### src/rtl/logs_voice_alloc.sv
// logs_voice_alloc: assigns note-on/note-off requests to N voice slots and
// drives the mixer mask plus per-voice tag and oscillator reload strobes.
// Each request scans the slots one per cycle, then commits in a single cycle.
// Optional build macro: LOGS_VALLOC_RELEASE_EN adds a per-voice release hold
// of REL_CYC cycles after note-off before a slot becomes free.
module logs_voice_alloc #(
  parameter int N       = 4,
  parameter int TAG_W   = 7,
  parameter int REL_CYC = 255
) (
  input  logic               clk,
  input  logic               reset,
  input  logic               req_valid,
  output logic               req_ready,
  input  logic               req_on,
  input  logic [TAG_W-1:0]   req_tag,
  input  logic               panic,
  output logic [N-1:0]       voice_mask,
  output logic [N*TAG_W-1:0] voice_tag,
  output logic [N-1:0]       voice_load
);

  localparam int IDX_W = (N > 1) ? $clog2(N) : 1;
  localparam int AGE_W = IDX_W;
  localparam logic [AGE_W-1:0] AGE_MAX  = AGE_W'(N - 1);
  localparam logic [IDX_W-1:0] IDX_LAST = IDX_W'(N - 1);

  typedef enum logic [1:0] {IDLE, SCAN, COMMIT} state_t;

  // Elaboration-time sanity check on the configuration
  if (N < 1 || TAG_W < 1 || REL_CYC < 0) begin : g_bad_cfg
    $error("logs_voice_alloc: invalid parameter set");
  end

  // Request and scan bookkeeping
  state_t           state_q;
  logic             on_q;
  logic [TAG_W-1:0] tag_q;
  logic [IDX_W-1:0] k_q;
  logic [N-1:0]     hit_q;
  logic [N-1:0]     free_q;
  logic             old_vld_q;
  logic [IDX_W-1:0] old_idx_q;
  logic [AGE_W-1:0] old_age_q;
`ifdef LOGS_VALLOC_RELEASE_EN
  localparam int CNT_W = (REL_CYC > 0) ? $clog2(REL_CYC + 1) : 1;
  logic             rold_vld_q;
  logic [IDX_W-1:0] rold_idx_q;
  logic [AGE_W-1:0] rold_age_q;
`endif

  // Flattened views of the per-voice state
  logic [N-1:0]     mask_v;
  logic [N-1:0]     load_v;
  logic [N-1:0]     rel_v;
  logic [TAG_W-1:0] tag_v [N];
  logic [AGE_W-1:0] age_v [N];

  // Slot currently under examination
  logic             cur_sound;
  logic             cur_act;
  logic             cur_match;
  logic [AGE_W-1:0] cur_age;
  assign cur_sound = mask_v[k_q];
  assign cur_act   = cur_sound & ~rel_v[k_q];
  assign cur_match = cur_sound & (tag_v[k_q] == tag_q);
  assign cur_age   = age_v[k_q];

  assign req_ready  = (state_q == IDLE) && !panic;
  assign voice_mask = mask_v;
  assign voice_load = load_v;

  // Commit decision: retrigger a match, else lowest free slot, else steal the oldest
  logic [IDX_W-1:0] hit_idx;
  logic [IDX_W-1:0] free_idx;
  logic [IDX_W-1:0] sel_idx;
  always_comb begin
    hit_idx  = '0;
    free_idx = '0;
    sel_idx  = old_idx_q;
    for (int i = N - 1; i >= 0; i--) begin
      if (hit_q[i])  hit_idx  = IDX_W'(i);
      if (free_q[i]) free_idx = IDX_W'(i);
    end
    if (|hit_q)               sel_idx = hit_idx;
    else if (|free_q)         sel_idx = free_idx;
`ifdef LOGS_VALLOC_RELEASE_EN
    else if (rold_vld_q)      sel_idx = rold_idx_q;
`endif
    else                      sel_idx = old_idx_q;
  end

  // Request FSM: latch request, scan one slot per cycle, commit, return to idle
  always_ff @(posedge clk) begin
    if (reset) begin
      state_q   <= IDLE;
      on_q      <= 1'b0;
      tag_q     <= '0;
      k_q       <= '0;
      hit_q     <= '0;
      free_q    <= '0;
      old_vld_q <= 1'b0;
      old_idx_q <= '0;
      old_age_q <= '0;
`ifdef LOGS_VALLOC_RELEASE_EN
      rold_vld_q <= 1'b0;
      rold_idx_q <= '0;
      rold_age_q <= '0;
`endif
    end else if (panic) begin
      state_q <= IDLE;
      k_q     <= '0;
    end else begin
      case (state_q)
        IDLE: begin
          if (req_valid) begin
            on_q      <= req_on;
            tag_q     <= req_tag;
            k_q       <= '0;
            hit_q     <= '0;
            free_q    <= '0;
            old_vld_q <= 1'b0;
`ifdef LOGS_VALLOC_RELEASE_EN
            rold_vld_q <= 1'b0;
`endif
            state_q   <= SCAN;
          end
        end
        SCAN: begin
          hit_q[k_q]  <= cur_match;
          free_q[k_q] <= ~cur_sound;
          if (cur_act && (!old_vld_q || cur_age > old_age_q)) begin
            old_vld_q <= 1'b1;
            old_idx_q <= k_q;
            old_age_q <= cur_age;
          end
`ifdef LOGS_VALLOC_RELEASE_EN
          if (rel_v[k_q] && (!rold_vld_q || cur_age > rold_age_q)) begin
            rold_vld_q <= 1'b1;
            rold_idx_q <= k_q;
            rold_age_q <= cur_age;
          end
`endif
          if (k_q == IDX_LAST) state_q <= COMMIT;
          else                 k_q     <= k_q + 1'b1;
        end
        default: state_q <= IDLE;
      endcase
    end
  end

  genvar gi;
  generate
    for (gi = 0; gi < N; gi++) begin : g_voice
      logic             slot_mask_q;
      logic [TAG_W-1:0] slot_tag_q;
      logic [AGE_W-1:0] slot_age_q;
      logic             slot_load_q;
      logic             is_sel;
      assign is_sel = (sel_idx == IDX_W'(gi));
`ifdef LOGS_VALLOC_RELEASE_EN
      logic             slot_rel_q;
      logic [CNT_W-1:0] slot_cnt_q;
      assign rel_v[gi] = slot_rel_q;
`else
      assign rel_v[gi] = 1'b0;
`endif

      // Per-voice state: panic and commit updates, release countdown when built
      always_ff @(posedge clk) begin
        if (reset) begin
          slot_mask_q <= 1'b0;
          slot_tag_q  <= '0;
          slot_age_q  <= '0;
          slot_load_q <= 1'b0;
`ifdef LOGS_VALLOC_RELEASE_EN
          slot_rel_q  <= 1'b0;
          slot_cnt_q  <= '0;
`endif
        end else if (panic) begin
          slot_mask_q <= 1'b0;
          slot_age_q  <= '0;
          slot_load_q <= 1'b0;
`ifdef LOGS_VALLOC_RELEASE_EN
          slot_rel_q  <= 1'b0;
          slot_cnt_q  <= '0;
`endif
        end else begin
          slot_load_q <= 1'b0;
`ifdef LOGS_VALLOC_RELEASE_EN
          if (slot_rel_q) begin
            if (slot_cnt_q <= CNT_W'(1)) begin
              slot_mask_q <= 1'b0;
              slot_rel_q  <= 1'b0;
              slot_cnt_q  <= '0;
            end else begin
              slot_cnt_q <= slot_cnt_q - 1'b1;
            end
          end
`endif
          if (state_q == COMMIT) begin
            if (on_q) begin
              if (is_sel) begin
                // Later assignments here override a same-edge expiry
                slot_tag_q  <= tag_q;
                slot_mask_q <= 1'b1;
                slot_age_q  <= '0;
                slot_load_q <= 1'b1;
`ifdef LOGS_VALLOC_RELEASE_EN
                slot_rel_q  <= 1'b0;
                slot_cnt_q  <= '0;
`endif
              end else if (slot_mask_q && slot_age_q != AGE_MAX) begin
                slot_age_q <= slot_age_q + 1'b1;
              end
            end else begin
`ifdef LOGS_VALLOC_RELEASE_EN
              if (hit_q[gi] && slot_mask_q && !slot_rel_q) begin
                slot_rel_q <= 1'b1;
                slot_cnt_q <= CNT_W'(REL_CYC);
              end
`else
              if (hit_q[gi]) slot_mask_q <= 1'b0;
`endif
            end
          end
        end
      end

      assign mask_v[gi] = slot_mask_q;
      assign load_v[gi] = slot_load_q;
      assign tag_v[gi]  = slot_tag_q;
      assign age_v[gi]  = slot_age_q;
      assign voice_tag[gi*TAG_W +: TAG_W] = slot_tag_q;
    end
  endgenerate

endmodule
### config.mk
export PLATFORM = sky130hd
export DESIGN_NAME = logs_voice_alloc
export DESIGN_NICKNAME = d
export VERILOG_FILES = /design/src/rtl/logs_voice_alloc.sv
export SDC_FILE = /design/constraint.sdc
export NUM_CORES = 1
export LEC_CHECK = 0
export BUFFER_PORTS_ARGS = -buffer_cell sky130_fd_sc_hd__buf_4
export CAP_MARGIN = 10
export CORE_MARGIN = 2
export CORE_UTILIZATION = 53
export CTS_CLUSTER_SIZE = 8
export DETAILED_ROUTE_END_ITERATION = 7
export GPL_ROUTABILITY_DRIVEN = 0
export GPL_TIMING_DRIVEN = 0
export HOLD_SLACK_MARGIN = 0.12
export PLACE_DENSITY = 0.75
export SLEW_MARGIN = 20
export SYNTH_ARGS = -nofsm -noshare
export SYNTH_HDL_FRONTEND = slang
export SYNTH_SLANG_ARGS = --single-unit
### constraint.sdc
create_clock -name clk -period 5.15 [get_ports clk]
set_input_delay 1.03 -clock clk [delete_from_list [all_inputs] [get_ports clk]]
set_output_delay 1.03 -clock clk [all_outputs]
set_load 0.05 [all_outputs]
== Word level (Yosys, flattened, before mapping) ==
Cells that the tools add are included.

* RAM bits: 0
* Flip-flop bits (word level): 69
* Memory bits (read-only): 0
* Memories kept: 0
* Bits of input ports: 12
* Output and inout bits: 37
* Latch bits: 0
* Word-level logic and storage cells: 164

* Divide/modulo/power cells: 0
* Add/sub/neg operators: 5
* Order comparisons: 4
* Reduce and logical (&&, ||, !) cells: 43
* Muxes and demuxes: 60
* $mul: 0
* Bitwise operators: 8
* Shifts and indexed selects: 0
* Equality and inequality tests: 19

{| class="wikitable"
|+ Operator list
! cell !! number
|-
| $mux 2 || 24
|-
| $reduce_and 3->1 || 12
|-
| $mux 1 || 21
|-
| $reduce_and 4->1 || 5
|-
| $reduce_bool 2->1 || 9
|-
| $ne 2x2->1 const B || 8
|-
| $pmux 4 s2 || 2
|-
| $bmux 7 s2 || 1
|-
| $mux 7 || 2
|-
| $reduce_or 4->1 || 3
|-
| $add 2x1->2 const B || 5
|-
| $bwmux 4 || 2
|-
| $eq 2x2->1 const B || 4
|-
| $ne 2x1->1 const B || 4
|-
| $pmux 2 s2 || 2
|-
| $eq 7x7->1 || 1
|-
| $logic_and 1x1->1 || 7
|-
| $not 1->1 || 5
|-
| $bmux 1 s2 || 2
|-
| $bmux 2 s2 || 1
|-
| $eq 2x1->1 const B || 2
|-
| $logic_not 2->1 || 2
|-
| $mux 4 || 1
|-
| $ge 3x3->1 const B || 1
|-
| 11 further kinds || 13
|}

== Longest topological paths before layout ==
Gate-level depths: netlist of the first run.

* Depth in word-level cells: 9
* Gate-level depth with buffers: 10
* Mapped depth without buffers: 9

== Least setup slack after synthesis of the first run ==
Ideal clock, no wire load.

* Kind: input -> output
* Start: input port panic
* End: output port req_ready
* Buffers on the path: 0
* Arrival time: 2.153 ns
* Stages: 1
* Data required time: 4.120 ns
* Path slack: 1.967 ns
* Path through: nor3_1

* Cells in the longest elaborated chain, start to end: 2

{| class="wikitable"
|+ RTL lines
! item !! line !! RTL
|-
| start: declaration || 17 || <nowiki>input logic panic,</nowiki>
|-
| $logic_not 1->1 || 69 || <nowiki>assign req_ready = (state_q == IDLE) && !panic;</nowiki>
|-
| $logic_and 1x1->1 || 69 ||
|-
| end: declaration || 14 || <nowiki>output logic req_ready,</nowiki>
|}

No other way between the ends.

== Final worst setup path of the first run ==
* Start: register k_q[0]
* End: register old_idx_q[0]

* Cells in the longest elaborated chain, start to end: 8
* Elaborated cells between the ends (all ways): 14
* Those cells by class: 1 x order compare; 7 x mux; 3 x bitwise; 3 x reduce/logical

{| class="wikitable"
|+ RTL lines
! item !! line !! RTL
|-
| start: declaration || 39 || <nowiki>logic [IDX_W-1:0] k_q;</nowiki>
|-
| start signal: assignment || 145 || <nowiki>else k_q <= k_q + 1'b1;</nowiki>
|-
| $not 2->3 (not written as such) || 67 || <nowiki>assign cur_age = age_v[k_q];</nowiki>
|-
| $bmux 2 s2 || 67 ||
|-
| $mux 2 (not written as such) (2 in series) || 67 ||
|-
| net cur_age[1] || 63 || <nowiki>logic [AGE_W-1:0] cur_age;</nowiki>
|-
| $gt 2x2->1 || 132 || <nowiki>if (cur_act && (!old_vld_q || cur_age > old_age_q)) begin</nowiki>
|-
| $logic_or 1x1->1 || 132 ||
|-
| $logic_and 1x1->1 || 132 ||
|-
| $reduce_and 3->1 (no line) || - ||
|-
| end signal: assignment || 134 || <nowiki>old_idx_q <= k_q;</nowiki>
|-
| end: declaration || 43 || <nowiki>logic [IDX_W-1:0] old_idx_q;</nowiki>
|}

The timed path passes the listed nets, and every way through them passes these cells. The select of a mux whose other input is x is not followed.
A chain may end at the register's enable or synchronous reset.

==> flow_summary.yaml, run 1 <==
run_status:
  status: "finished, final reports clean"
drt:
  drt_iter0_markers: 162
  wl_met2_microns: 4100
  antenna_left: 0
  num_vias: 2901
  avgViaCountPerCell: 5.56
  wl_met1_microns: 3560
  top_layer: "met4"
  drtPass1Iterations: 5
  wl_per_cell_microns: 16.0
  drc: 0
  routed_wl_microns: 8370
  wl_met3_microns: 496
global_route:
  grt-ovfl-total: 0
  grt_pass1_vias: 2736
  grt_first_pass_wirelength_microns: 13500
  antenna_found_initial: 0
  grt_start_max_net_pins: 13
  grt_use_total: 0.246
sta:
  setup-violations-final: 0
  max_freq_mhz: 355
  skew_ps: 16.8
  finalSetupTns_ps: 0
  post-route-min-period_ps: 2820
  rsz0062_at_grt: "false"
  worst_slew_pin_slew_ps: 693
  finalHoldViolations: 0
  maxSlewViolCount: 0
  period_share: 0.547
  slew_headroom: 0.538
place:
  io_buffers: 48
  dp_hpwl_microns: 5910
synthesis:
  syn-num-nets: 403
  avgSynthCellArea_sq_um: 8.86
  synth_top_area_cell: "dfxtp_1"
  async_flop_share: 0
  synth_cell_type_count: 50
  synthFlopType: "dfxtp_1"
  yosysMostFrequentCell: "dfxtp_1"
  yosys-top-cells-count: "dfxtp_1, nor2_1, nand2_1, mux2i_1, a21oi_1"
  synthTopCellsByArea: "dfxtp_1, mux2i_1, nor2_1"
  synth_warnings: 0
  synth_area_sq_um: 3370
  syn_inst: 381
  synth_enable_flop_cells: 0
  synth_seq_area_share: 0.409
  yosys.area.top_type_share: 0.409
  ys_seq_elements: 69
setup_path:
  crit_family: "multiplexers"
  cp_slowest_stage_delay_ps: 580
  crit_type: "flop to flop"
  r2r_start: "k_q[0]"
  cp-end-kind: "flop"
  crit_fanout: 10
  crit_buf_inv: 1
  r2r_setup_slack_ps: 2330
  cp.required_ps: 5370
  cp.arrival_ps: 3030
  cp_cell_sequence: "buf_2 > mux4_2 > ha_1 > nor2b_1 > o21ai_0 > a211oi_4 > mux2i_1 > nor2_1"
  cp-start-kind: "flop"
  timing.rr.end: "old_idx_q[0]"
  reg2regPathDepth: 8
  slowest_stage: "mux4_2"
cts:
  clock-sinks: 69
  cts_max_level: 3
  clk_pin_slew_ps: 70
  cts-buffers-inserted: 9
  cts_tree: "done"
  clockBufferDepth: 2
  holdBufCountCts: 0
  cts-resized-gates: 0
  cts_setup_buffers: 0
  cts_root_buffer: "clkbuf_8"
  clock_latency_ps: 350
die:
  ios: 49
  dieArea_sq_um: 7020
  num_rows: 29
  coreArea_sq_um: 6240
  initial_core_util: 0.541
  fp.dieW_microns: 83.8
  die_h_microns: 83.8
power:
  total_leakage_power_nw: 1.63
  totalPowerFinal_mw: 0.991
  peakVddDrop_mv: 0.139
  p_per_area_nw_per_um2: 247
finish:
  nets: 462
  area_growth_pct: 18.8
  drive_gt1_frac: 0.225
  antenna_cells: 0
  fin_util: 0.642
run:
  maxCapViolCount: 0
min_path:
  hold_depth: 2
  min_to: "g_voice[3].slot_mask_q"
  hold_path.class: "flop to flop"
  hp-start: "g_voice[3].slot_mask_q"
[report_power, final]
part / internal [mW] / switching (mW) / total [mW]
Clock: 0.186 / 0.211 / 0.397
Combinational: 0.0183 / 0.0354 / 0.0537
Sequential: 0.537 / 0.00381 / 0.541
[routing by layer]
layer	vias to the layer above	GRT usage
met5	-	0
met2	99	0.407
li1	1422	-
met3	18	0.0524
met4	0	0.113
met1	1362	0.306
[tightest hold or removal path: stages (launching register included)]
cell and delay (ps):
dfxtp_1 340, nand2_1 60, a21oi_1 60
[worst max-delay path by stage]
stage               startpoint            to  slack [ps]  cells past startpoint
CTS                     k_q[0]  old_idx_q[0]        2320                      8
global route            k_q[0]  old_idx_q[1]        2140                      8
finish                  k_q[0]  old_idx_q[0]        2330                      8
detailed placement      k_q[0]  old_idx_q[0]        2340                      8
global placement         panic     req_ready        2350                      3
floorplan                panic     req_ready        1970                      1
[final cells by class]
class | instances | area [sq um]
fillers | 561 | 2230
multi-input cells | 276 | 1800
flip-flops and latches | 69 | 1380
repair buffers | 48 | 360
plain buffers | 29 | 163
clock buffers | 10 | 138
well taps | 77 | 96.3
clock inverters | 6 | 38.8
inverters | 7 | 26.3
[cells in the final DEF (no fill, tap or decap), types with 8 or more instances in the layout]
cell type and count:
clkbuf_1 12, mux2i_1 37, ha_1 10, xor2_1 8, nor3_1 9, clkbuf_8 10
o21ai_0 11, nor2_1 57, nand2_1 43, dfxtp_1 69, a21oi_1 27, buf_4 56
[cells by family (layout without fill, tap and decap cells)]
logic type | after synthesis | count (layout) | share of synthesized area
AO/OA/AOI/OAI | 70 | 70 | 0.133
XOR/XNOR | 11 | 11 | 0.0286
adder cells (fa/ha/maj) | 10 | 10 | 0.0371
buffers and inverters | 36 | 100 | 0.0560
flip-flops | 69 | 69 | 0.409
multiplexers | 44 | 44 | 0.147
AND/OR/NAND/NOR | 141 | 141 | 0.189
[flip-flops by register name, indices dropped and copies added (netlist names)]
signal and cells:
old_age_q 2, state_q 2, g_voice.slot_age_q 8, old_vld_q 1, old_idx_q 2, g_voice.slot_tag_q 28
free_q 4, g_voice.slot_load_q 4, tag_q 7, k_q 2, g_voice.slot_mask_q 4, on_q 1
hit_q 4
[per-stage QoR]
stage | setup WS (ps) | cell area, sq um | std cells | hold slack [ps]
after global placement | 2350 | 3830 | 506 | 483
after detailed placement | 2340 | 3830 | 506 | 492
after global routing | 2140 | 4010 | 522 | 523
after CTS | 2320 | 4010 | 522 | 502
final | 2330 | 4010 | 522 | 506
after floorplan | 1970 | 3370 | 381 | 455
Note: power is estimated with default switching activity, not from simulation.
==> run 2: changes to the inputs <==
--- a/config.mk
+++ b/config.mk
@@ -8,7 +8,7 @@
 export BUFFER_PORTS_ARGS = -buffer_cell sky130_fd_sc_hd__buf_4
 export CAP_MARGIN = 10
 export CORE_MARGIN = 2
-export CORE_UTILIZATION = 53
+export CORE_UTILIZATION = 51
 export CTS_CLUSTER_SIZE = 8
 export DETAILED_ROUTE_END_ITERATION = 7
 export GPL_ROUTABILITY_DRIVEN = 0
==> constraint.sdc (replaced) <==
create_clock -name clk -period 2.49 [get_ports clk]
set_input_delay 0.498 -clock clk [delete_from_list [all_inputs] [get_ports clk]]
set_output_delay 0.498 -clock clk [all_outputs]
set_load 0.05 [all_outputs]
==> flow_summary.yaml, run 2 (same netlist as run 1, synthesis figures left out) <==
cts:
  cts-buffers-inserted: 9
  clock_latency_ps: 350
  clockBufferDepth: 2
  cts_max_level: 3
  cts_root_buffer: "clkbuf_8"
  clock-sinks: 69
  cts_tree: "done"
  clk_pin_slew_ps: 70
  holdBufCountCts: 0
sta:
  post-route-min-period_ps: 2380
  max_freq_mhz: 420
  period_share: 0.957
  finalSetupTns_ps: 0
  maxSlewViolCount: 0
  finalHoldViolations: 0
  holdWs_ps: 390
  slew_headroom: 0.574
  worst_slew_pin_slew_ps: 634
  setup-violations-final: 0
  worst_slack_ps: 107
  skew_ps: 7.82
min_path:
  hp-start: "req_tag[4]"
  hold_path.class: "input port to flop"
global_route:
  busiest_layer: "met2"
  met2_usage: 0.377
  grt_first_pass_wirelength_microns: 13400
  grt_pass1_vias: 2657
  met3_usage: 0.0379
  grt-ovfl-total: 0
  grt_use_total: 0.241
  grt_start_max_net_pins: 12
  antenna_found_initial: 0
  use_met1: 0.324
setup_path:
  cp.required_ps: 2710
  r2r_setup_slack_ps: 110
  startpoint: "k_q[0]"
  cp.arrival_ps: 2600
  cp-start-kind: "flop"
  reg2regPathDepth: 8
  crit_end: "old_idx_q[0]"
  crit_fanout: 10
  r2r_start: "k_q[0]"
  cp-end-kind: "flop"
  crit_type: "flop to flop"
  timing.rr.end: "old_idx_q[0]"
finish:
  fin_util: 0.636
  drive_gt1_frac: 0.237
  instances_no_fill: 525
  nets: 466
  top_register: "g_voice.slot_tag_q"
  final_common_cell: "dfxtp_1"
  largest_reg_flops: 28
  antenna_cells: 0
  area_growth_pct: 20.4
  final.fill_count: 569
  layout_common_cells: "dfxtp_1, buf_4, nor2_1"
  reg_top3: "g_voice.slot_tag_q (28), g_voice.slot_age_q (8), tag_q (7)"
  design_area_sq_um: 4060
power:
  totalPowerFinal_mw: 2.02
  peakVddDrop_mv: 0.347
  p_per_area_nw_per_um2: 498
  total_leakage_power_nw: 1.65
die:
  fp.dieW_microns: 85.3
  num_rows: 29
  coreArea_sq_um: 6390
  ios: 49
  initial_core_util: 0.528
  die_h_microns: 85.3
  dieArea_sq_um: 7280
place:
  dp_hpwl_microns: 5920
  place_ws_ps: -335
  placedInstanceArea_sq_um: 3830
  io_buffers: 48
  dpl.cell_count: 506
drt:
  wl_per_cell_microns: 15.9
  num_vias: 2907
  antenna_left: 0
  drt_iter0_markers: 160
  routed_wl_microns: 8360
  drc: 0
  drtPass1Iterations: 4
  avgViaCountPerCell: 5.54
run:
  maxCapViolCount: 0
run_status:
  status: "finished, final reports clean"
## run 2: cell count changes in the layout (fill, tap and decap cells not counted), sizes merged
cell,previous run,this run
clkinv,4,2
buf,65,68
clkbuf,22,24
## run 2: critical path: stages (launching register included)
cell and delay (ps):
dfxtp_4 380, buf_8 150, mux4_2 550, ha_4 290, nor2b_2 140, o21ai_2 90
a211oi_4 380, mux2i_1 230, nor2_1 60
## run 2: routing by layer
layer  wire length [microns]  up-vias
met5                       0        -
met4                     178        0
met3                     524       16
met2                    3940       71
met1                    3720     1383
li1                        -     1437
## run 2: layout make-up
type                            instances  area [sq um]  area share
Buffer                                 29           175      0.0431
Clock buffer                           11           141      0.0348
Clock inverter                          4          25.0     0.00616
Inverter                                7          26.3     0.00647
Multi-Input combinational cell        276          1820       0.449
Sequential cell                        69          1390       0.341
Tap cell                               77          96.3      0.0237
Timing Repair Buffer                   52           390      0.0961
## run 2: what timing repair did
action | in CTS | in global routing
setup endpoints to repair | 4 | 4
buffers inserted | 0 | 4
gates resized for setup | 5 | 5
pin swaps | 1 | 1
## run 2: how the worst min path moves through the flow
stage,end,slack [ps],cells past startpoint
6_report,tag_q[4],390,3
5_1_grt,tag_q[0],390,3
4_1_cts,tag_q[0],380,3
3_5_place_dp,g_voice[3].slot_tag_q[3],490,2
3_3_place_gp,old_age_q[0],490,2
2_1_floorplan,g_voice[3].slot_mask_q,450,2
## run 2: report_power, final
group / switching (mW) / leakage [nW] / internal [mW]
Sequential: 0.00784 / 0.557 / 1.11
Clock: 0.413 / 0.0812 / 0.379
Combinational: 0.0731 / 1.01 / 0.0398
==> run 3: changes to the inputs <==
--- a/config.mk
+++ b/config.mk
@@ -7,6 +7,7 @@
 export LEC_CHECK = 0
 export BUFFER_PORTS_ARGS = -buffer_cell sky130_fd_sc_hd__buf_4
 export CAP_MARGIN = 10
+export CORE_ASPECT_RATIO = 0.5
 export CORE_MARGIN = 2
 export CORE_UTILIZATION = 51
 export CTS_CLUSTER_SIZE = 8
==> flow_summary.yaml, run 3 (same netlist as run 1, synthesis figures left out) <==
sta:
  skew_ps: 6.87
  holdWs_ps: 409
  maxSlewViolCount: 0
  finalSetupTns_ps: 0
  post-route-min-period_ps: 2390
  rsz0062_at_grt: "false"
  period_share: 0.961
  slew_headroom: 0.561
  setup-violations-final: 0
  finalHoldViolations: 0
  worst_slew_pin_slew_ps: 658
  max_freq_mhz: 418
drt:
  num_vias: 2984
  routed_wl_microns: 8790
  antenna_left: 0
  drt_iter0_markers: 232
  avgViaCountPerCell: 5.57
  drtPass1Iterations: 5
  drc: 0
  wl_per_cell_microns: 16.4
power:
  p_int_mw: 1.95
  sequentialPowerShare: 0.448
  p_sw_frac: 0.219
  clkPwrFrac: 0.506
  totalPowerFinal_mw: 2.50
  pwr-share-comb: 0.046
  p_per_area_nw_per_um2: 596
  peakVddDrop_mv: 0.340
  p_sw_mw: 0.548
  total_leakage_power_nw: 1.71
cts:
  clk_pin_slew_ps: 60
  cts_max_level: 3
  clockBufferDepth: 2
  cts_tree: "done"
  cts-buffers-inserted: 9
  clock_latency_ps: 330
  cts_root_buffer: "clkbuf_16"
  holdBufCountCts: 0
  clock-sinks: 69
setup_path:
  crit_buf_inv: 1
  r2r_start: "k_q[0]"
  cp-end-kind: "flop"
  slowest_stage: "mux4_2"
  timing.rr.end: "old_idx_q[1]"
  cp.required_ps: 2690
  startpoint: "k_q[0]"
  cp_slowest_stage_delay_ps: 540
  crit_fanout: 10
  crit_type: "flop to flop"
  crit_end: "old_idx_q[1]"
  crit_cells: 8
  r2r_setup_slack_ps: 100
  cp_cell_sequence: "buf_12 > mux4_2 > ha_1 > nor2b_2 > o21ai_2 > a211oi_4 > mux2i_1 > nor2_1"
  crit_family: "multiplexers"
  reg2regPathDepth: 8
  cp.arrival_ps: 2590
  cp-start-kind: "flop"
finish:
  antenna_cells: 0
  fin_util: 0.672
  nets: 465
  area_growth_pct: 24.1
  layout_common_cells: "dfxtp_1, buf_4, nor2_1"
  final_common_cell: "dfxtp_1"
  reg_top3: "g_voice.slot_tag_q (28), g_voice.slot_age_q (8), tag_q (7)"
  largest_reg_flops: 28
  top_register: "g_voice.slot_tag_q"
  drive_gt1_frac: 0.232
  design_area_sq_um: 4190
global_route:
  grt_pass1_vias: 2837
  busiest_layer: "met2"
  grt_start_max_net_pins: 12
  met3_usage: 0.0657
  met2_usage: 0.438
  antenna_found_initial: 0
  grt_first_pass_wirelength_microns: 14100
  grt_use_total: 0.255
  use_met1: 0.316
  grt-ovfl-total: 0
min_path:
  hold_path.class: "input port to flop"
die:
  fp.dieW_microns: 119
  dieArea_sq_um: 7320
  num_rows: 20
  coreArea_sq_um: 6230
  initial_core_util: 0.542
  die_h_microns: 61.5
  ios: 49
run:
  maxCapViolCount: 0
run_status:
  status: "finished, final reports clean"
place:
  placedInstanceArea_sq_um: 3840
  dp_hpwl_microns: 6170
  io_buffers: 48
==> run 3: how the worst min path moves through the flow <==
stage	from	end	slack (ps)	depth (start not counted)
3_3_place_gp	g_voice[3].slot_tag_q[1]	g_voice[3].slot_tag_q[1]	480	2
6_report	req_tag[0]	tag_q[0]	410	3
5_1_grt	req_tag[1]	tag_q[1]	410	3
3_5_place_dp	old_idx_q[0]	old_idx_q[0]	490	2
4_1_cts	req_tag[0]	tag_q[0]	400	3
2_1_floorplan	g_voice[3].slot_mask_q	g_voice[3].slot_mask_q	450	2
==> run 3: tightest hold or removal path, delay by kind of cell <==
kind	cells	cell delay [ps]
compound gates	1	50
buf+inv	1	110
simple gates	1	40
==> run 3: layer usage <==
| metal | vias up | routed length [microns] |
|---|---|---|
| li1 | 1436 | - |
| met1 | 1427 | 3960 |
| met2 | 105 | 4140 |
| met3 | 16 | 548 |
| met4 | 0 | 143 |
| met5 | - | 0 |
==> run 3: stage by stage <==
step / cells / setup WS, ps
after floorplan: 381 / 1.36
after global placement: 517 / -304
after detailed placement: 517 / -344
after CTS: 533 / 11.0
after global routing: 536 / 4.87
final: 536 / 97.0
==> run 3: power by group through the flow <==
stage                     clock [mW]  sequential, mW  combinational, mW
after floorplan                    0            1.14             0.0673
after global placement             0            1.14              0.107
after detailed placement           0            1.14              0.110
after CTS                       1.28            1.12              0.111
after global routing            1.32            1.12              0.125
final                           1.26            1.12              0.115
==> run 3: area by class of cell <==
cell class | instances | area, sq um
Fill cell | 512 | 2040
Multi-Input combinational cell | 276 | 1810
Inverter | 7 | 26.3
Tap cell | 88 | 110
Clock inverter | 4 | 47.5
Timing Repair Buffer | 51 | 383
Clock buffer | 12 | 246
Sequential cell | 69 | 1390
Buffer | 29 | 180
==> run 3: repair_timing <==
| action | CTS | global route |
|---|---|---|
| buffers inserted | 0 | 3 |
| gates resized for setup | 5 | 6 |
| pin swaps | 1 | 1 |
| endpoints found under the setup margin | 4 | 4 |
